==> src/rtl/vedic_mult_pipe_if.sv <==
// vedic_mult_pipe_if: operand/product handshake bundle for vedic_mult_pipe.
//   Parameter WIDTH : operand width in bits (4, 8, 16, 32).
//   in_valid/in_ready : operand pair handshake (in_a, in_b[, in_signed]).
//   out_valid/out_ready : product handshake (out_p, 2*WIDTH bits).
//   in_signed exists only when VEDIC_SIGNED_EN is defined.
//   Modports: master drives operands and out_ready; slave is the multiplier.
interface vedic_mult_pipe_if #(
  parameter int WIDTH = 8
);
  logic                 in_valid;
  logic                 in_ready;
  logic [WIDTH-1:0]     in_a;
  logic [WIDTH-1:0]     in_b;
`ifdef VEDIC_SIGNED_EN
  logic                 in_signed;
`endif
  logic                 out_valid;
  logic                 out_ready;
  logic [2*WIDTH-1:0]   out_p;

`ifdef VEDIC_SIGNED_EN
  modport master (output in_valid, in_a, in_b, in_signed, out_ready,
                  input  in_ready, out_valid, out_p);
  modport slave  (input  in_valid, in_a, in_b, in_signed, out_ready,
                  output in_ready, out_valid, out_p);
`else
  modport master (output in_valid, in_a, in_b, out_ready,
                  input  in_ready, out_valid, out_p);
  modport slave  (input  in_valid, in_a, in_b, out_ready,
                  output in_ready, out_valid, out_p);
`endif
endinterface

==> src/rtl/vedic_mult_pipe.sv <==
// vedic_mult_pipe: 3-stage pipelined Vedic (Urdhva-Tiryagbhyam) multiplier.
//   Parameter WIDTH : operand width, one of 4, 8, 16, 32.
//   Ports:
//     clk   : single clock, rising edge.
//     rst_n : synchronous active-low reset.
//     bus   : vedic_mult_pipe_if.slave (in_valid/in_ready/in_a/in_b[/in_signed],
//             out_valid/out_ready/out_p).
//   Pipeline: S1 = four half-width sub-products, S2 = middle sum,
//             S3 = assembled product (out_p).
//   Whole pipeline advances when !out_valid || out_ready; in_ready mirrors that.
//   Optional feature macro: VEDIC_SIGNED_EN adds in_signed; signed operands are
//   multiplied as magnitudes and the product is negated when signs differ.

// Combinational recursive Vedic multiplier, bottoming out in 2x2 cells.
module vedic_mul_comb #(
  parameter int W = 2
) (
  input  logic [W-1:0]   a,
  input  logic [W-1:0]   b,
  output logic [2*W-1:0] p
);
  if (W <= 2) begin : g_cell
    logic t1, t2, c, hh;
    always_comb begin
      t1   = a[1] & b[0];
      t2   = a[0] & b[1];
      c    = t1 & t2;
      hh   = a[1] & b[1];
      p[0] = a[0] & b[0];
      p[1] = t1 ^ t2;
      p[2] = hh ^ c;
      p[3] = hh & c;
    end
  end else begin : g_split
    localparam int H = W / 2;
    logic [W-1:0] ll, lh, hl, hh;

    vedic_mul_comb #(.W(H)) u_ll (.a(a[H-1:0]), .b(b[H-1:0]), .p(ll));
    vedic_mul_comb #(.W(H)) u_lh (.a(a[H-1:0]), .b(b[W-1:H]), .p(lh));
    vedic_mul_comb #(.W(H)) u_hl (.a(a[W-1:H]), .b(b[H-1:0]), .p(hl));
    vedic_mul_comb #(.W(H)) u_hh (.a(a[W-1:H]), .b(b[W-1:H]), .p(hh));

    always_comb begin
      p = {hh, ll}
        + {{H{1'b0}}, lh, {H{1'b0}}}
        + {{H{1'b0}}, hl, {H{1'b0}}};
    end
  end
endmodule

module vedic_mult_pipe #(
  parameter int WIDTH = 8
) (
  input  logic              clk,
  input  logic              rst_n,
  vedic_mult_pipe_if.slave  bus
);
  localparam int H  = WIDTH / 2;
  localparam int MW = WIDTH + 2;   // middle sum: two cross terms plus carry-in half

  logic advance;

  // Operand magnitudes presented to the sub-multipliers.
  logic [WIDTH-1:0] mag_a, mag_b;

`ifdef VEDIC_SIGNED_EN
  logic neg_a, neg_b, neg_in;
  always_comb begin
    neg_a  = bus.in_signed & bus.in_a[WIDTH-1];
    neg_b  = bus.in_signed & bus.in_b[WIDTH-1];
    neg_in = neg_a ^ neg_b;
    mag_a  = neg_a ? -bus.in_a : bus.in_a;
    mag_b  = neg_b ? -bus.in_b : bus.in_b;
  end
`else
  always_comb begin
    mag_a = bus.in_a;
    mag_b = bus.in_b;
  end
`endif

  // Top-level split into half-width sub-products (each recursive to 2x2).
  logic [WIDTH-1:0] pp_ll, pp_lh, pp_hl, pp_hh;

  vedic_mul_comb #(.W(H)) u_ll (.a(mag_a[H-1:0]),     .b(mag_b[H-1:0]),     .p(pp_ll));
  vedic_mul_comb #(.W(H)) u_lh (.a(mag_a[H-1:0]),     .b(mag_b[WIDTH-1:H]), .p(pp_lh));
  vedic_mul_comb #(.W(H)) u_hl (.a(mag_a[WIDTH-1:H]), .b(mag_b[H-1:0]),     .p(pp_hl));
  vedic_mul_comb #(.W(H)) u_hh (.a(mag_a[WIDTH-1:H]), .b(mag_b[WIDTH-1:H]), .p(pp_hh));

  // Stage registers.
  logic                 s1_valid;
  logic [WIDTH-1:0]     s1_ll, s1_lh, s1_hl, s1_hh;
  logic                 s2_valid;
  logic [MW-1:0]        s2_mid;
  logic [H-1:0]         s2_ll_lo;
  logic [WIDTH-1:0]     s2_hh;
  logic                 out_valid_q;
  logic [2*WIDTH-1:0]   out_p_q;
`ifdef VEDIC_SIGNED_EN
  logic                 s1_neg, s2_neg;
`endif

  logic [MW-1:0]        mid_sum;
  logic [WIDTH-1:0]     hi_sum;
  logic [2*WIDTH-1:0]   prod_mag;
  logic [2*WIDTH-1:0]   out_next;

  // product = ll_lo + (mid << H) + (hh << WIDTH), where
  // mid = lh + hl + ll_hi; the low H bits of mid land directly in the product
  // and the rest folds into the hh half.
  always_comb begin
    mid_sum  = MW'(s1_lh) + MW'(s1_hl) + MW'(s1_ll[WIDTH-1:H]);
    hi_sum   = s2_hh + WIDTH'(s2_mid[MW-1:H]);
    prod_mag = {hi_sum, s2_mid[H-1:0], s2_ll_lo};
`ifdef VEDIC_SIGNED_EN
    out_next = s2_neg ? -prod_mag : prod_mag;
`else
    out_next = prod_mag;
`endif
  end

  always_comb begin
    advance = !out_valid_q || bus.out_ready;
  end

  assign bus.in_ready  = advance;
  assign bus.out_valid = out_valid_q;
  assign bus.out_p     = out_p_q;

  always_ff @(posedge clk) begin
    if (!rst_n) begin
      s1_valid    <= 1'b0;
      s1_ll       <= '0;
      s1_lh       <= '0;
      s1_hl       <= '0;
      s1_hh       <= '0;
      s2_valid    <= 1'b0;
      s2_mid      <= '0;
      s2_ll_lo    <= '0;
      s2_hh       <= '0;
      out_valid_q <= 1'b0;
      out_p_q     <= '0;
`ifdef VEDIC_SIGNED_EN
      s1_neg      <= 1'b0;
      s2_neg      <= 1'b0;
`endif
    end else if (advance) begin
      // in_ready == advance, so in_valid here is exactly the acceptance.
      s1_valid    <= bus.in_valid;
      s1_ll       <= pp_ll;
      s1_lh       <= pp_lh;
      s1_hl       <= pp_hl;
      s1_hh       <= pp_hh;
      s2_valid    <= s1_valid;
      s2_mid      <= mid_sum;
      s2_ll_lo    <= s1_ll[H-1:0];
      s2_hh       <= s1_hh;
      out_valid_q <= s2_valid;
      if (s2_valid) begin
        out_p_q <= out_next;
      end
`ifdef VEDIC_SIGNED_EN
      s1_neg      <= neg_in;
      s2_neg      <= s1_neg;
`endif
    end
  end
endmodule

==> src/flat_wrapper.sv <==
// flat-port wrapper written by rule: the top's interface ports become plain ports
module vedic_mult_pipe_flat 
#(
  parameter int WIDTH = 8
)
  (clk, rst_n, bus_in_valid, bus_in_a, bus_in_b, bus_out_ready, bus_in_ready, bus_out_valid, bus_out_p);
  vedic_mult_pipe_if #(.WIDTH(WIDTH)) bus_i ();
  input  logic clk;
  input  logic rst_n;
  input wire logic [$bits(bus_i.in_valid)-1:0] bus_in_valid;
  input wire logic [$bits(bus_i.in_a)-1:0] bus_in_a;
  input wire logic [$bits(bus_i.in_b)-1:0] bus_in_b;
  input wire logic [$bits(bus_i.out_ready)-1:0] bus_out_ready;
  output wire logic [$bits(bus_i.in_ready)-1:0] bus_in_ready;
  output wire logic [$bits(bus_i.out_valid)-1:0] bus_out_valid;
  output wire logic [$bits(bus_i.out_p)-1:0] bus_out_p;
  assign bus_i.in_valid = bus_in_valid;
  assign bus_i.in_a = bus_in_a;
  assign bus_i.in_b = bus_in_b;
  assign bus_i.out_ready = bus_out_ready;
  assign bus_in_ready = bus_i.in_ready;
  assign bus_out_valid = bus_i.out_valid;
  assign bus_out_p = bus_i.out_p;
  vedic_mult_pipe #(.WIDTH(WIDTH)) u_core (.clk(clk), .rst_n(rst_n), .bus(bus_i));
endmodule
==> config.mk <==
export PLATFORM = sky130hd
export DESIGN_NAME = vedic_mult_pipe_flat
export DESIGN_NICKNAME = d
export VERILOG_FILES = /design/src/rtl/vedic_mult_pipe_if.sv /design/src/rtl/vedic_mult_pipe.sv /design/src/flat_wrapper.sv
export SDC_FILE = /design/constraint.sdc
export NUM_CORES = 1
export LEC_CHECK = 0
export CORE_MARGIN = 2
export CORE_UTILIZATION = 43
export CTS_CLUSTER_DIAMETER = 30
export DETAILED_ROUTE_END_ITERATION = 8
export GPL_ROUTABILITY_DRIVEN = 0
export HOLD_SLACK_MARGIN = 0.05
export PLACE_DENSITY = 0.68
export SYNTH_ARGS = -nofsm -noshare
export SYNTH_HDL_FRONTEND = slang
export SYNTH_SLANG_ARGS = --single-unit
==> constraint.sdc <==
create_clock -name clk -period 3.2 [get_ports clk]
set_clock_uncertainty 0.2 [all_clocks]
set_input_delay 0.64 -clock clk [delete_from_list [all_inputs] [get_ports clk]]
set_output_delay 0.64 -clock clk [all_outputs]
set_load 0.05 [all_outputs]
-- Yosys cells after proc, flatten, opt, wreduce, memory -nomap -nowiden
Index checks and enable logic that the tools add are counted.
- register bits after elaboration: 73
- input port bits: 20
- output and inout port bits: 18
- logic and storage cells: 153
- add/subtract/negate cells: 11
- bitwise operators: 128
- reduce and logical (&&, ||, !) cells: 3
- operators with widths (kind ; count):
    1-bit bitwise AND ; 96
    8-bit by 6-bit adder with 8-bit output ; 9
    1-bit XOR ; 32
    10-bit by 4-bit adder with 10-bit output ; 1
    8-bit by 8-bit adder with 9-bit output ; 1
    2-bit AND reduction ; 1
    1-bit logical NOT ; 1
    1-bit logical OR ; 1

-- Logic depth before layout (Yosys ltp)
Gate-level depths: netlist (run 1).
- word-level depth: 5
- depth in mapped cells: 15
- mapped depth without buffers: 15

-- Cells and area by module
A second synthesis (run 1) with hierarchy kept.
- cells, all modules: 605
- area total of the unflattened synthesis: 5210.0 µm²
- modules (own cells, without submodules) (module ; times used ; cells an instance ; area each (µm²) ; seq. area each (µm²)):
    vedic_mult_pipe ; 1 ; 401 ; 3413.3 ; 1461.4
    vedic_mul_comb at u_core.u_hh ... ; 4 ; 27 ; 249.0 ; 0.0
    vedic_mul_comb at u_core.u_hh.g_split.u_hh ... ; 16 ; 6 ; 50.0 ; 0.0

-- Worst setup path after synthesis (run 1)
OpenSTA, ideal clock, no wires.
- path type: input-to-reg
- start point: in bus_in_a[5]
- end point: reg u_core.s1_hl[7]
- library setup time: 0.070 ns
- arrival: 2.950 ns
- required time: 2.930 ns
- slack: -0.021 ns
- stages on the path: 12
- buffers on the path: 0
- cell sequence: and2_1 -> ha_1 -> ha_1 -> inv_1 -> fa_1 -> inv_1 -> fa_1 -> a21o_1 -> a21oi_1 -> xnor2_1 -> nand2_1 -> a21oi_1
- longest elaborated chain between the ends: 5
- elaborated cells between the ends (all ways): 14
- ends and longest elaborated chain (element ; line ; text):
    start: declaration ; flat_wrapper.sv:11 ; input wire logic [$bits(bus_i.in_a)-1:0] bus_in_a;
    1-bit bitwise AND ; vedic_mult_pipe.sv:25 ; t1 = a[1] & b[0];
    1-bit bitwise AND ; vedic_mult_pipe.sv:27 ; c = t1 & t2;
    1-bit XOR or 1-bit bitwise AND (tied branches) ; vedic_mult_pipe.sv:31, vedic_mult_pipe.sv:32 ;
    8-bit by 6-bit adder with 8-bit output (*) ; vedic_mult_pipe.sv:45 ; + {{H{1'b0}}, lh, {H{1'b0}}}
    8-bit by 6-bit adder with 8-bit output (*) ; vedic_mult_pipe.sv:46 ; + {{H{1'b0}}, hl, {H{1'b0}}};
    end signal: assignment ; vedic_mult_pipe.sv:152 ; s1_hl <= pp_hl;
    end: declaration ; vedic_mult_pipe.sv:92 ; logic [WIDTH-1:0] s1_ll, s1_lh, s1_hl, s1_hh;
Mark *: on every way between the ends. The rest lies on a longest branch, timed or not.
A chain may end at the register's enable or synchronous reset.

-- Worst setup path in the final report (run 1)
- start point: in bus_in_a[7]
- end point: reg u_core.s1_hh[6]
- longest elaborated chain between the ends: 5
- elaborated cells between the ends (all ways): 13
- ends and longest elaborated chain (element ; line ; text):
    1-bit bitwise AND ; vedic_mult_pipe.sv:25 ;
    1-bit bitwise AND ; vedic_mult_pipe.sv:27 ;
    1-bit XOR ; vedic_mult_pipe.sv:31 ; p[2] = hh ^ c;
    8-bit by 6-bit adder with 8-bit output ; vedic_mult_pipe.sv:45 ;
    8-bit by 6-bit adder with 8-bit output (*) ; vedic_mult_pipe.sv:46 ;
    end signal: assignment ; vedic_mult_pipe.sv:153 ; s1_hh <= pp_hh;
    end: declaration ; vedic_mult_pipe.sv:92 ;
Marked as above.

==> flow_metrics.tcl, run 1 <==
set metrics [dict create \
    clk_latency_ps 330 \
    crit_top_cell "ha_1" \
    root_buffer "clkbuf_16" \
    wl_um 10500 \
    power_frac_seq 0.365 \
    fin_crit_ps 3090 \
    syn_to_final_growth_pct 21.0 \
    outcome "complete, but fails checks" \
    critPathMaxStageDelay_ps 560 \
    drc 2 \
    comb_power_share 0.259 \
    cp-end-kind "flip-flop" \
    htree_levels 3 \
    p_int_uw 2050 \
    slew_headroom 0.617 \
    diodes 0 \
    min_period_over_period 0.965 \
    fin_tns_setup_ps 0 \
    maxCapViolations 0 \
    numPortBuffers 37 \
    final_cell_mix "117 x nand2_1, 74 x inv_1, 73 x dfxtp_1, 70 x a21oi_1, 64 x ha_1" \
    crit_family "adder cells" \
    ir_drop_mv 0.284 \
    fin_util 0.538 \
    ys_seq_elements 73 \
    cts_made_buffers 9 \
    postCtsSetupBuffers 0 \
    clockBufferDepth 2 \
    crit_path_max_fanout 4 \
    grt_setup_unrepaired "false" \
    grt_overflow 0 \
    fillers 1089 \
    drive_gt1_frac 0.148 \
    io_pins 38 \
    syn_area_per_cell_um2 8.11 \
    grtUsageTotal 0.174 \
    avgViaCountPerCell 4.95 \
    maxSlewViolCount 0 \
    syn-cell-area_mm2 0.00512 \
    critPathBufInv 3 \
    grtUsageMet3 0.0273 \
    critPathKind "input port to flip-flop" \
    dieArea_mm2 0.0128 \
    crit_slowest_cell "fa_2" \
    grt_antenna_before_repair 0 \
    postSynthCellCount 631 \
    detail_route.first_pass.iterations 6 \
    dp_hpwl_um 8140 \
    vias 4162 \
    yosysWarnings 0 \
    post-place-ws_ps -721 \
    yosysUniqueCellTypes 42 \
    crit_required_ps 3260 \
    coreArea_mm2 0.0115 \
    fin_ws_ps 111 \
    startpoint_type "input port" \
    grt_pass1_vias 4083 \
    fp.dieW_um 113 \
    setup_viol 0 \
    ys_seq_area_frac 0.285 \
    p_leak_uw 0.00291 \
    switching_share 0.291 \
    pwr-share-clk 0.376 \
    use_met1 0.238 \
    ant_nets 0 \
    cellPowerDensity_mw_per_mm2 466 \
    finalHoldViolations 0 \
    ys.flop_type "dfxtp_1" \
    final_common_cell "nand2_1" \
    fmax_mhz 324 \
    grt_max_degree 56 \
    fp-row-count 39 \
    synth-edff-count 0 \
    clkSinkCount 73 \
    violations "DRC" \
    grt_use_met2 0.284 \
    cts_tree "yes" \
    grt_busiest_layer "met2" \
    drt_iter0_markers 226 \
    grt_pass1_wl_um 18400 \
    die_y_um 113 \
    hold_slack_ps 251 \
    timing_worst_slew_pin_value_ps 574 \
    hold_class "flip-flop to flip-flop" \
    fin_nets 803 \
    clk_pin_slew_ps 60 \
    synth_nets 741 \
    start_util 0.445 \
    synthArstFlopShare 0 \
    path_cells "dlygate4sd2_1, and2_1, ha_1, ha_1, inv_1, fa_2, inv_1, ha_1, a21o_1, a21oi_2, xnor2_1, nand2_1, a21oi_1" \
    worstPathArrival_ps 3150 \
    switchingPower_uw 839 \
    wire_per_inst_um 12.5 \
]
-- area by class of cell --
class | count | area (um^2) | share of cell area
clock buffers | 10 | 239 | 0.0386
clock inverters | 6 | 91.3 | 0.0147
inverters | 79 | 297 | 0.0479
multi-input cells | 456 | 3350 | 0.540
flip-flops and latches | 73 | 1460 | 0.236
well taps | 143 | 179 | 0.0289
repair buffers | 74 | 582 | 0.0939
-- cells by family after synthesis --
kind of cell	count (synthesis)	share of synthesized area
DFF	73	0.285
buffers and inverters	102	0.0750
muxes	1	0.00220
xor gates and xnor gates	22	0.0391
AOI/OAI and AO/OA	122	0.141
adders and majority gates	90	0.254
and+or+nand+nor	221	0.204
-- synth_stat cells (all sizes together) (2+ instances only) --
library cell / count / area (um^2)
nand2: 117 / 439
clkbuf: 20 / 75.1
a211oi: 9 / 77.6
o211ai: 2 / 15.0
xnor2: 17 / 149
a21o: 11 / 82.6
nor2: 17 / 63.8
nor2b: 4 / 25.0
ha: 67 / 838
and2: 57 / 357
dfxtp: 73 / 1460
a21oi: 79 / 395
o21ai: 11 / 55.1
nand3b: 3 / 22.5
xor2: 5 / 51.3
a31oi: 2 / 12.5
nand3: 15 / 75.1
inv: 78 / 293
buf: 3 / 12.5
nand4b: 2 / 17.5
fa: 23 / 460
-- what timing repair did --
| item | in CTS | in global routing |
|---|---|---|
| setup endpoints to repair | 14 | 10 |
| pin swaps | 6 | 20 |
| gates cloned | 0 | 0 |
| resized for setup | 33 | 43 |
| hold buffers | 0 | 0 |
-- path summary, 6_finish.rpt --
| kind | startpoint | slack [ps] | cells past startpoint | to |
|---|---|---|---|---|
| max | bus_in_a[7] | 110 | 13 | u_core.s1_hh[6] |
| min | u_core.s2_mid[3] | 250 | 2 | u_core.s2_mid[3] |
| max reg2reg | u_core.s1_hl[0] | 220 | 11 | u_core.s2_mid[7] |
| min reg2reg | u_core.s2_mid[3] | 250 | 2 | u_core.s2_mid[3] |
-- layer usage --
layer  vias up  share of wire
met1      1911           0.49
met3        11          0.036
met2        65           0.46
met4         0          0.011
met5         -              0
li1       2175              -
-- power by group through the flow --
stage | sequential, uW | clock, uW | combinational, uW
floorplan | 1080 | 0 | 497
global placement | 1070 | 0 | 710
detailed placement | 1070 | 0 | 733
CTS | 1050 | 1110 | 742
global route | 1060 | 1150 | 858
finish | 1050 | 1090 | 747
-- state kept, by name, summed over array words and instances (netlist names) --
name and count:
u_core.s2_valid 1, u_core.bus.out_p 16, u_core.s1_ll 8, u_core.s1_hh 8, u_core.s2_ll_lo 4, u_core.s2_mid 10, u_core.s1_lh 8, u_core.s1_valid 1
u_core.s2_hh 8, u_core.bus.out_valid 1, u_core.s1_hl 8
-- metrics by stage --
step / power, uW / instance area, um^2 / cells
after floorplan: 1580 / 5120 / 631
after global placement: 1780 / 5880 / 825
after detailed placement: 1810 / 5880 / 825
after CTS: 2900 / 6220 / 841
after global routing: 3070 / 6190 / 841
final: 2890 / 6190 / 841
-- worst reg2reg max path: stages, from the launching register on --
cell     delay (ps)
dfxtp_1         330
ha_1            210
inv_1            70
fa_1            530
inv_1            50
ha_1            270
a21o_1          180
a21oi_1         230
nor2b_1          70
o21a_1          210
a311o_2         400
o211a_1         110
(Power assumes the default switching activity.)
==> inputs of run 2 (changes only) <==
--- a/config.mk
+++ b/config.mk
@@ -5,13 +5,16 @@
 export SDC_FILE = /design/constraint.sdc
 export NUM_CORES = 1
 export LEC_CHECK = 0
+export ABC_AREA = 1
+export CELL_PAD_IN_SITES_DETAIL_PLACEMENT = 1
+export CELL_PAD_IN_SITES_GLOBAL_PLACEMENT = 1
 export CORE_MARGIN = 2
-export CORE_UTILIZATION = 43
+export CORE_UTILIZATION = 40
 export CTS_CLUSTER_DIAMETER = 30
 export DETAILED_ROUTE_END_ITERATION = 8
 export GPL_ROUTABILITY_DRIVEN = 0
 export HOLD_SLACK_MARGIN = 0.05
-export PLACE_DENSITY = 0.68
+export PLACE_DENSITY = 0.82
 export SYNTH_ARGS = -nofsm -noshare
 export SYNTH_HDL_FRONTEND = slang
 export SYNTH_SLANG_ARGS = --single-unit
==> flow_metrics.tcl, run 2 <==
set metrics [dict create \
    ys_top_cells_by_area "dfxtp_1 27%, ha_1 15%, inv_1 11%" \
    diodes 0 \
    crit_path_max_fanout 7 \
    fin_crit_ps 3080 \
    cp-end-kind "flip-flop" \
    grt_overflow 0 \
    worstPathArrival_ps 3160 \
    yosysTopAreaCell "dfxtp_1" \
    syn-cell-area_mm2 0.00542 \
    fillers 1674 \
    root_buffer "clkbuf_16" \
    io_pins 38 \
    grt_max_degree 49 \
    drt_iter0_markers 253 \
    syn_to_final_growth_pct 20.4 \
    ant_nets 0 \
    rrSetupSlack_ps 340 \
    syn_area_per_cell_um2 7.19 \
    crit_family "adder cells" \
    fin_tns_setup_ps 0 \
    largest_reg_flops 16 \
    hold_class "flip-flop to flip-flop" \
    yosysWarnings 0 \
    crit_required_ps 3280 \
    path_cells "clkbuf_4, nand2_1, inv_1, ha_1, ha_1, inv_2, fa_1, inv_1, ha_2, inv_1, fa_2, nor2_1, a211oi_1, or2_2, nand3_1, o211ai_1, inv_1" \
    fmax_mhz 325 \
    finalHoldViolations 0 \
    synth-edff-count 0 \
    drive_gt1_frac 0.158 \
    total_power_uw 3140 \
    clk_pin_slew_ps 60 \
    dp_hpwl_um 11100 \
    pwr-share-clk 0.352 \
    fin_nets 916 \
    final_cell_mix "159 x inv_1, 113 x nand2_1, 84 x nor2_1, 73 x dfxtp_1" \
    p_leak_uw 0.00373 \
    switching_share 0.334 \
    avgViaCountPerCell 4.94 \
    ys_seq_area_frac 0.269 \
    start_util 0.409 \
    cts_made_buffers 9 \
    die_y_um 120 \
    seqCellArea_mm2 0.00146 \
    slew_headroom 0.500 \
    min_period_over_period 0.962 \
    clockBufferDepth 2 \
    wire_per_inst_um 15.3 \
    power_frac_seq 0.344 \
    clkSinkCount 73 \
    grt_antenna_before_repair 0 \
    wl_um 15100 \
    postSynthCellCount 754 \
    outcome "finished clean" \
    synthArstFlopShare 0 \
    clk_latency_ps 340 \
    timing_worst_slew_pin_value_ps 750 \
    setup_viol 0 \
    multi_input_area_mm2 0.00330 \
    ir_drop_mv 0.282 \
    synth_top_area_frac 0.269 \
    critPathMaxStageDelay_ps 390 \
    startpoint_type "input port" \
    switchingPower_uw 1050 \
    ys_seq_elements 73 \
    yosysUniqueCellTypes 37 \
    critPathKind "input port to flip-flop" \
    drc 0 \
    grtUsageTotal 0.214 \
    maxCapViolations 0 \
    cellPowerDensity_mw_per_mm2 481 \
    cts_tree "yes" \
    crit_top_cell "inv_1" \
    numPortBuffers 37 \
    comb_power_share 0.305 \
    yosys.cell_count.top_type "inv_1" \
    ys_top_cells_by_count "163 x inv_1, 114 x nand2_1, 87 x nor2_1" \
    grt_pass1_wl_um 24900 \
    grt_pass1_vias 5358 \
    vias 4873 \
    ys.flop_type "dfxtp_1" \
    maxSlewViolCount 0 \
    crit_slowest_cell "fa_2" \
    fp.dieW_um 120 \
    detail_route.first_pass.iterations 6 \
    p_int_uw 2090 \
    dieArea_mm2 0.0145 \
    htree_levels 3 \
    synth_nets 864 \
    final_common_cell "inv_1" \
    critPathBufInv 6 \
    fp-row-count 42 \
    coreArea_mm2 0.0132 \
]
==> run 2: cell count changes in the layout (fill, tap and decap cells not counted), sizes merged, moves of 8 or more <==
cell / change
or2: +9
a21oi: -45
o211ai: +9
and2: -55
o21ai: +51
xnor2: -13
inv: +89
nand3: +10
nor2: +73
buf: +8
==> run 2: cell families (layout without fill, tap and decap cells) <==
logic type               count (synthesis)  in the layout  share of synthesized area
AND/OR/NAND/NOR                        254            254                      0.201
buffers and inverters                  202            259                      0.142
AO/OA/AOI/OAI                          123            123                      0.129
adder cells (fa/ha/maj)                 90             90                      0.240
flip-flops                              73             73                      0.269
XOR/XNOR                                12             12                     0.0194
==> run 2: tightest hold or removal path, cell delays in order, from the launching register on <==
cell	delay, ps
dfxtp_1	310
nand2_1	60
a21oi_1	60
==> run 2: through the flow <==
stage | utilization | setup WS (ps) | cell area (um^2) | hold slack, ps | std cells
after CTS | 0.490 | 1.36 | 6490 | 283 | 986
final | 0.493 | 123 | 6530 | 280 | 987
after floorplan | - | -29.3 | 5440 | 249 | 754
after detailed placement | 0.465 | -799 | 6150 | 273 | 969
after global routing | 0.493 | -0.633 | 6530 | 302 | 987
after global placement | 0.465 | -634 | 6150 | 261 | 969
==> run 2: layout make-up <==
cell class / count / area share
inverters: 165 / 0.0949
flip-flops and latches: 73 / 0.224
clock buffers: 9 / 0.0345
repair buffers: 78 / 0.0913
clock inverters: 7 / 0.0155
multi-input cells: 479 / 0.506
well taps: 176 / 0.0337
==> run 2: power by group through the flow <==
stage          clock, uW  combinational (uW)  sequential, uW
3_5_place_dp           0                 917            1100
5_1_grt             1150                1080            1090
4_1_cts             1120                 937            1080
2_1_floorplan          0                 582            1130
6_report            1100                 956            1080
3_3_place_gp           0                 862            1090
==> run 2: per-layer routing <==
metal	global-route usage	vias up	routed length [um]
met5	0	-	0
met4	0.0632	0	324
met3	0.0226	22	251
met2	0.416	56	8150
met1	0.244	2374	6340
li1	-	2421	-
==> run 2: path summary, 6_finish.rpt <==
kind | startpoint | end | depth (start not counted)
hold reg to reg | u_core.s2_mid[9] | u_core.s2_mid[9] | 2
hold / removal | u_core.s2_mid[9] | u_core.s2_mid[9] | 2
setup reg to reg | u_core.s1_hl[0] | u_core.s2_mid[6] | 10
setup / recovery | bus_in_a[5] | u_core.s1_hh[7] | 17
==> run 2: what timing repair did <==
item | CTS | global route
buffers inserted | 1 | 1
hold buffers | 0 | 0
setup endpoints to repair | 13 | 10
pin swaps | 6 | 13
gates resized for setup | 47 | 44
gates cloned | 0 | 0
